### src/rtl/gene_feeder.sv
// Host-loaded A/B sequence buffer that streams query bases into PE_array.
// Emits the array clear pulse, one A base per cycle, a fixed drain wait and a done pulse.
module gene_feeder #(
    parameter int LEN_B     = 64,
    parameter int MAX_A     = 64,
    parameter int DRAIN_CYC = 66,
    localparam int AW       = $clog2((MAX_A > LEN_B) ? MAX_A : LEN_B),
    localparam int LW       = $clog2(MAX_A) + 1
) (
    input  logic               i_clk,
    input  logic               i_rst,
    input  logic               i_wr_en,
    input  logic               i_wr_sel,
    input  logic [AW-1:0]      i_wr_addr,
    input  logic [1:0]         i_wr_data,
    input  logic [LW-1:0]      i_len_a,
    input  logic               i_go,
    output logic               o_busy,
    output logic               o_done,
    output logic               o_arr_rst,
    output logic               o_start,
    output logic [1:0]         o_A,
    output logic [2*LEN_B-1:0] o_B
);

    // state     | meaning
    // ST_IDLE   | waiting for i_go; host writes accepted
    // ST_STREAM | first cycle clears the array, then one A base per cycle
    // ST_DRAIN  | waiting DRAIN_CYC cycles for the wavefront to leave the array
    // ST_DONE   | single cycle that registers o_done; host writes accepted

    localparam int IW = (MAX_A > 1) ? $clog2(MAX_A) : 1;
    localparam int CW = $clog2(DRAIN_CYC) + 1;

    typedef enum logic [1:0] {ST_IDLE, ST_STREAM, ST_DRAIN, ST_DONE} state_t;

    state_t          state, state_nxt;
    logic [1:0]      mem_a [MAX_A];
    logic [LW-1:0]   len_q, len_nxt;
    logic [LW-1:0]   idx_q, idx_nxt;
    logic [CW-1:0]   cnt_q, cnt_nxt;
    logic            first_q, first_nxt;
    logic            busy_nxt, done_nxt, arr_rst_nxt, start_nxt;
    logic [1:0]      a_nxt;
    logic            wr_ok, a_ok, b_ok, len_ok;

    assign wr_ok  = i_wr_en && (state == ST_IDLE || state == ST_DONE);
    assign a_ok   = {1'b0, i_wr_addr} < (AW+1)'(MAX_A);
    assign b_ok   = {1'b0, i_wr_addr} < (AW+1)'(LEN_B);
    assign len_ok = (i_len_a != '0) && (i_len_a <= LW'(MAX_A));

    always_comb begin
        state_nxt   = state;
        len_nxt     = len_q;
        idx_nxt     = idx_q;
        cnt_nxt     = cnt_q;
        first_nxt   = 1'b0;
        arr_rst_nxt = 1'b0;
        start_nxt   = 1'b0;
        a_nxt       = 2'b00;
        done_nxt    = 1'b0;
        busy_nxt    = (state != ST_IDLE);
        case (state)
            ST_IDLE: begin
                if (i_go && len_ok) begin
                    state_nxt = ST_STREAM;
                    len_nxt   = i_len_a;
                    idx_nxt   = '0;
                    cnt_nxt   = '0;
                    first_nxt = 1'b1;
                end
            end
            ST_STREAM: begin
                if (first_q) begin
                    arr_rst_nxt = 1'b1;
                end else begin
                    start_nxt = 1'b1;
                    a_nxt     = mem_a[idx_q[IW-1:0]];
                    idx_nxt   = idx_q + LW'(1);
                    if (idx_q == len_q - LW'(1)) state_nxt = ST_DRAIN;
                end
            end
            ST_DRAIN: begin
                cnt_nxt = cnt_q + CW'(1);
                if (cnt_q == CW'(DRAIN_CYC - 1)) state_nxt = ST_DONE;
            end
            ST_DONE: begin
                done_nxt  = 1'b1;
                state_nxt = ST_IDLE;
            end
            default: state_nxt = ST_IDLE;
        endcase
    end

    always_ff @(posedge i_clk) begin
        if (i_rst) begin
            state     <= ST_IDLE;
            len_q     <= '0;
            idx_q     <= '0;
            cnt_q     <= '0;
            first_q   <= 1'b0;
            o_busy    <= 1'b0;
            o_done    <= 1'b0;
            o_arr_rst <= 1'b0;
            o_start   <= 1'b0;
            o_A       <= 2'b00;
            o_B       <= '0;
        end else begin
            state     <= state_nxt;
            len_q     <= len_nxt;
            idx_q     <= idx_nxt;
            cnt_q     <= cnt_nxt;
            first_q   <= first_nxt;
            o_busy    <= busy_nxt;
            o_done    <= done_nxt;
            o_arr_rst <= arr_rst_nxt;
            o_start   <= start_nxt;
            o_A       <= a_nxt;
            if (wr_ok && i_wr_sel && b_ok) o_B[2*int'(i_wr_addr) +: 2] <= i_wr_data;
        end
    end

    // A buffer survives reset so a run can be repeated after an abort.
    always_ff @(posedge i_clk) begin
        if (wr_ok && !i_wr_sel && a_ok) mem_a[i_wr_addr[IW-1:0]] <= i_wr_data;
    end

endmodule

### config.mk
export PLATFORM = sky130hd
export DESIGN_NAME = gene_feeder
export DESIGN_NICKNAME = d
export VERILOG_FILES = /design/src/rtl/gene_feeder.sv
export SDC_FILE = /design/constraint.sdc
export NUM_CORES = 1
export LEC_CHECK = 0
export CAP_MARGIN = 40
export CELL_PAD_IN_SITES_DETAIL_PLACEMENT = 1
export CELL_PAD_IN_SITES_GLOBAL_PLACEMENT = 1
export CORE_MARGIN = 1
export CORE_UTILIZATION = 44
export DETAILED_ROUTE_END_ITERATION = 16
export GPL_ROUTABILITY_DRIVEN = 0
export PLACE_DENSITY = 0.88
export SYNTH_ARGS = -nofsm -noshare
export SYNTH_HDL_FRONTEND = slang
export SYNTH_SLANG_ARGS = --single-unit
### constraint.sdc
create_clock -name i_clk -period 4.5 [get_ports i_clk]
set_clock_uncertainty 0.1 [all_clocks]
set_input_delay 1.35 -clock i_clk [delete_from_list [all_inputs] [get_ports i_clk]]
set_output_delay 1.35 -clock i_clk [all_outputs]
set_load 0.05 [all_outputs]
# Word-level counts from Yosys, hierarchy flattened
# Memory sizes are Yosys's and may differ from the RTL's. A register that Yosys moved wholly into a read port is not among the register bits.
# Cells that the tools add are included.
# word_totals
regBits	157
latchBits	0
mem_bits_rw	128
mem_bits_ro	0
in_bits	20
elab_cells	65
memories	1
# op_classes
n_addsub	4
n_mul	0
div	0
n_lt_le_gt_ge	1
eq_ne	9
shift	2
mux	17
bitwise_logic	2
reduce_logical	19
# mem_list
name	words	word_bits	read_ports	rd_clocked_by_memory_dff	write_ports	line_no	rtl
mem_a	64	2	1	1	1	38	logic [1:0] mem_a [MAX_A];
# op_table
operator	count
$bwmux 128	1
$shift 2x33->128 const A	1
$shiftx 2x33->128	1
$neg 7->33	1
$pmux 8 s2	1
$mux 7	2
$pmux 7 s2	1
$add 8x1->8 const B	1
$eq 8x7->1 const B	1
$mux 2	4
$mux 8	1
$pmux 2 s4	1
$add 7x1->7 const B	1
$eq 7x7->1	1
$le 7x7->1 const B	1
$reduce_bool 7->1	1
$sub 7x1->7 const B	1
$mux 1	6
$ne 2x2->1 const B	3
$reduce_bool 2->1	3
$logic_and 1x1->1	5
$eq 2x2->1 const B	2
$reduce_and 2->1	2
$reduce_and 4->1	1
other kinds (9)	11

# Depth between registers and ports, before layout
# depth
depth_word	6
mapped_depth	12
ltp_nobuf	8

# Worst setup path before layout
# Ideal clock, no wire load.
# synth_timing
path_type	in2reg
startpoint	input i_wr_addr[2]
endpoint	register o_B[78]
setup_time_ns	0.070
t_arrival_ns	3.483
required_time_ns	4.330
setup_slack_ns	0.847
path_stages	10
n_path_buf	3
cell_sequence	buf_2 -> nor3_4 -> and2_1 -> ha_1 -> buf_2 -> nor3_4 -> o21ai_2 -> buf_2 -> or4_1 -> a21oi_1
# synth_via
elab_chain_len	3
# synth_rtl
element	line_no	rtl
from (decl)	14	input logic [AW-1:0] i_wr_addr,
$neg 7->33 (*)	119	if (wr_ok && i_wr_sel && b_ok) o_B[2*int'(i_wr_addr) +: 2] <= i_wr_data;
$shiftx 2x33->128 or $shift 2x33->128 (tied branches)	119	
$bwmux 128 (*)	119	
to (signal, indexed assignment)	119	
to (decl)	23	output logic [2*LEN_B-1:0] o_B
# Every way passes the cells marked *; elsewhere a longest branch is shown, timed or not.
# A chain may end at the register's enable or synchronous reset.

# Worst setup path in the final report
# layout_timing
startpoint	input i_wr_addr[1]
endpoint	register o_B[57]
# The elaborated chain is that of the path after synthesis.

==> summary.txt <==
Detailed routing
  – DRC viols: 0
  – Via/cell ratio: 6.04
  – First DRT Iteration DRCs: 887
  – Wire length per cell: 23.5 um
  – Total number of vias: 10300
  – Drt first pass iters: 5
  – ANT nets after route: 0
  – Routed WL: 40100 um

Yosys
  – Syn Area/Cell: 10.9 um2
  – EDFF count, synth: 128
  – Synth cell count leaders: dfxtp_1, a21oi_1, edfxtp_1, o21ai_0, or4_1
  – Async set-reset flop share out of synthesis: 0
  – Seq cells post-synth: 287
  – Share of the synthesized area in the top cell type: 0.304
  – Seq/Total Area, Yosys: 0.555
  – Most frequent cell after synthesis: dfxtp_1
  – Top area cells in the synthesized netlist: edfxtp_1, dfxtp_1, mux4_2
  – Distinct cell type count after synthesis: 70
  – Netlist Area Pre-Place: 0.0127 mm2
  – Leading area contributor after synthesis: edfxtp_1
  – Syn. warnings: 0
  – Synth Instances: 1166
  – Synthesized Nets: 1197
  – Main synth FF type: dfxtp_1

Timing
  – Pins Over Slew Limit: 0
  – Period utilization: 0.882
  – Final setup vio count: 0
  – Worst slew margin: 0.387
  – F_max: 0.252 GHz
  – Setup repair after global routing missed its margin: no
  – Final min period: 3.97 ns
  – Setup TNS: 0 ns
  – Worst slew pin tran: 0.920 ns
  – Final hold vios: 0

GRT
  – Initial antenna violation count: 1
  – GR Layer Usage met2: 0.472
  – Gr busiest metal: met2
  – Largest net degree at the start of global routing: 66
  – First-pass GRT wire length: 61400 um
  – Vias in the first global route: 10800
  – Met3 Use GR: 0.0545
  – Total track usage: 0.272
  – Overflow after GRT: 0
  – GR met1 Demand/Resource: 0.337

Worst setup path
  – Reg2reg end: o_B[57]
  – Crit-path cells: clkdlybuf4s50_1, inv_1, ha_1, or2_1, o21ai_1, nor3b_2, nand2_1, or4_1, a21oi_1
  – RR Startpoint: state[0]
  – CP max stage cell: or4_1
  – CP Buf/Inv Count: 2
  – Crit-path max FO: 26
  – Type of the worst setup path: input pin to flip-flop
  – Worst R2R Setup Slack: 1.51 ns
  – Arrival @ worst endpoint: 4.35 ns
  – Startpoint Class: input pin
  – FF-to-FF path depth: 8
  – WP data required: 4.88 ns
  – CP Capture Type: flip-flop
  – CP top delay family: simple AND/OR/NAND/NOR gates
  – Delay of the slowest critical-path stage: 0.69 ns

CTS
  – # clock sinks: 287
  – Hold-fix buffer count after cts: 0
  – Setup repair bufs after CTS: 0
  – Clock buffer depth: 3
  – Post-cts sizing count: 0
  – H-Tree Depth: 1
  – CTS tree: yes
  – Later-pin clock latency in the skew report: 0.56 ns
  – CTS buffer count: 30
  – Clock Pin Slew Worst Setup and Hold Paths: 0.06 ns
  – Clk Tree Root Cell: clkbuf_16

Placement
  – Final HPWL DP: 26900 um
  – # port buffers: 153

Floorplanning
  – Die Area: 0.0295 mm2
  – Chip height: 172 um
  – Rows: 61
  – Die width: 172 um
  – IO Pins: 154
  – Initial core utilization: 0.452
  – Core ar.: 0.0280 mm2

Cells and area
  – Final core occ: 0.556
  – Diode count: 0
  – Share of cells above drive strength 1: 0.123
  – Fin nets: 1335
  – Synth-to-Final Area Change: 23.0%
  – Fill cell count: 3010

Power and ir drop
  – LEAKAGE: 4.81 nW
  – Part of the power in registers: 0.470
  – Psw: 0.00157 W
  – Clock power frac: 0.394
  – Internal Power: 0.00438 W
  – VDD IR max: 0.000257 V
  – Pwr dens: 382 mW/mm2
  – Switching part of the total: 0.263
  – Gate power share: 0.136

Status
  – Status: finished, final reports clean

Worst hold path
  – WHS Endpoint: o_B[1]
  – Worst hold-check path type: flip-flop to flip-flop
  – HP Start: o_B[1]
  – Worst Hold Path Cells: 2

Run
  – Max-cap violations: 0
placed cells by master, fill, tap and decap left out, types with 15 or more instances in the layout:
master | synthesis | layout
a21oi_1 | 133 | 133
buf_4 | 5 | 47
clkbuf_16 | 0 | 31
clkdlybuf4s50_1 | 0 | 150
dfxtp_1 | 159 | 158
edfxtp_1 | 128 | 128
inv_1 | 15 | 15
mux4_2 | 38 | 38
nand2_1 | 63 | 63
nand3_1 | 23 | 23
nor2_1 | 97 | 97
o21ai_0 | 125 | 125
or4_1 | 111 | 111
worst max-delay path by stage:
stage | start | to | slack [ns] | cells after the start
3_5_place_dp | i_wr_addr[1] | o_B[120] | 0.06 | 9
4_1_cts | i_wr_addr[1] | o_B[57] | 0.59 | 9
2_1_floorplan | i_wr_addr[2] | o_B[78] | 0.85 | 10
6_report | i_wr_addr[1] | o_B[57] | 0.53 | 9
5_1_grt | i_wr_addr[1] | o_B[57] | 0.37 | 9
3_3_place_gp | i_wr_addr[1] | o_B[105] | 0.17 | 9
power by group through the flow:
stage | Combinational [W] | Sequential (W) | Clock [W]
floorplan | 0.000509 | 0.00286 | 0
global placement | 0.000707 | 0.00288 | 0
detailed placement | 0.000791 | 0.00285 | 0
CTS | 0.000808 | 0.00279 | 0.00237
global route | 0.000866 | 0.00280 | 0.00246
finish | 0.000812 | 0.00279 | 0.00234
worst min-delay path, cell delays in order (launching register included):
cell and delay, ns:
dfxtp_1 0.31, nand2b_1 0.06, a21oi_1 0.05
sequential cells by signal, indices dropped and copies added, names as in the netlist:
| signal | count |
|---|---|
| state | 2 |
| o_done | 1 |
| len_q | 7 |
| o_A | 2 |
| o_start | 1 |
| o_arr_rst | 1 |
| cnt_q | 8 |
| idx_q | 7 |
| o_busy | 1 |
| o_B | 128 |
| mem_a | 128 |
| first_q | 1 |
routing by layer:
metal	vias up	part of all wire
met5	-	0
met1	5211	0.41
li1	4661	-
met4	0	0.025
met3	76	0.063
met2	350	0.51
through the flow:
step / setup slack (ns) / hold WS [ns] / area, um2 / total power, W / instances
after floorplan: 0.847 / 0.349 / 12700 / 0.00337 / 1166
after global placement: 0.172 / 0.354 / 14600 / 0.00358 / 1647
after CTS: 0.586 / 0.373 / 15600 / 0.00597 / 1705
after global routing: 0.369 / 0.387 / 15600 / 0.00613 / 1705
final: 0.531 / 0.369 / 15600 / 0.00595 / 1705
after detailed placement: 0.0567 / 0.366 / 14700 / 0.00364 / 1650
logic make-up (layout without fill, tap and decap cells):
group,count (synthesis),count (layout),synth area share
AND/OR/NAND/NOR,384,384,0.174
AO/OA/AOI/OAI,305,305,0.133
flip-flops,287,287,0.555
buffers and inverters,112,273,0.0368
multiplexers,48,48,0.0760
XOR/XNOR,19,19,0.0137
adder cells (fa/ha/maj),11,11,0.0109
cell type report:
class / instances / area [um2] / share of cell area
clock buffer: 44 / 865 / 0.0555
clock inverter: 11 / 53.8 / 0.00346
inverter: 16 / 60.1 / 0.00386
multi-input combinational: 767 / 5170 / 0.332
sequential: 287 / 7030 / 0.451
tap: 378 / 473 / 0.0304
timing repair buffer: 202 / 1920 / 0.124
Power figures use the tool's default switching activity.
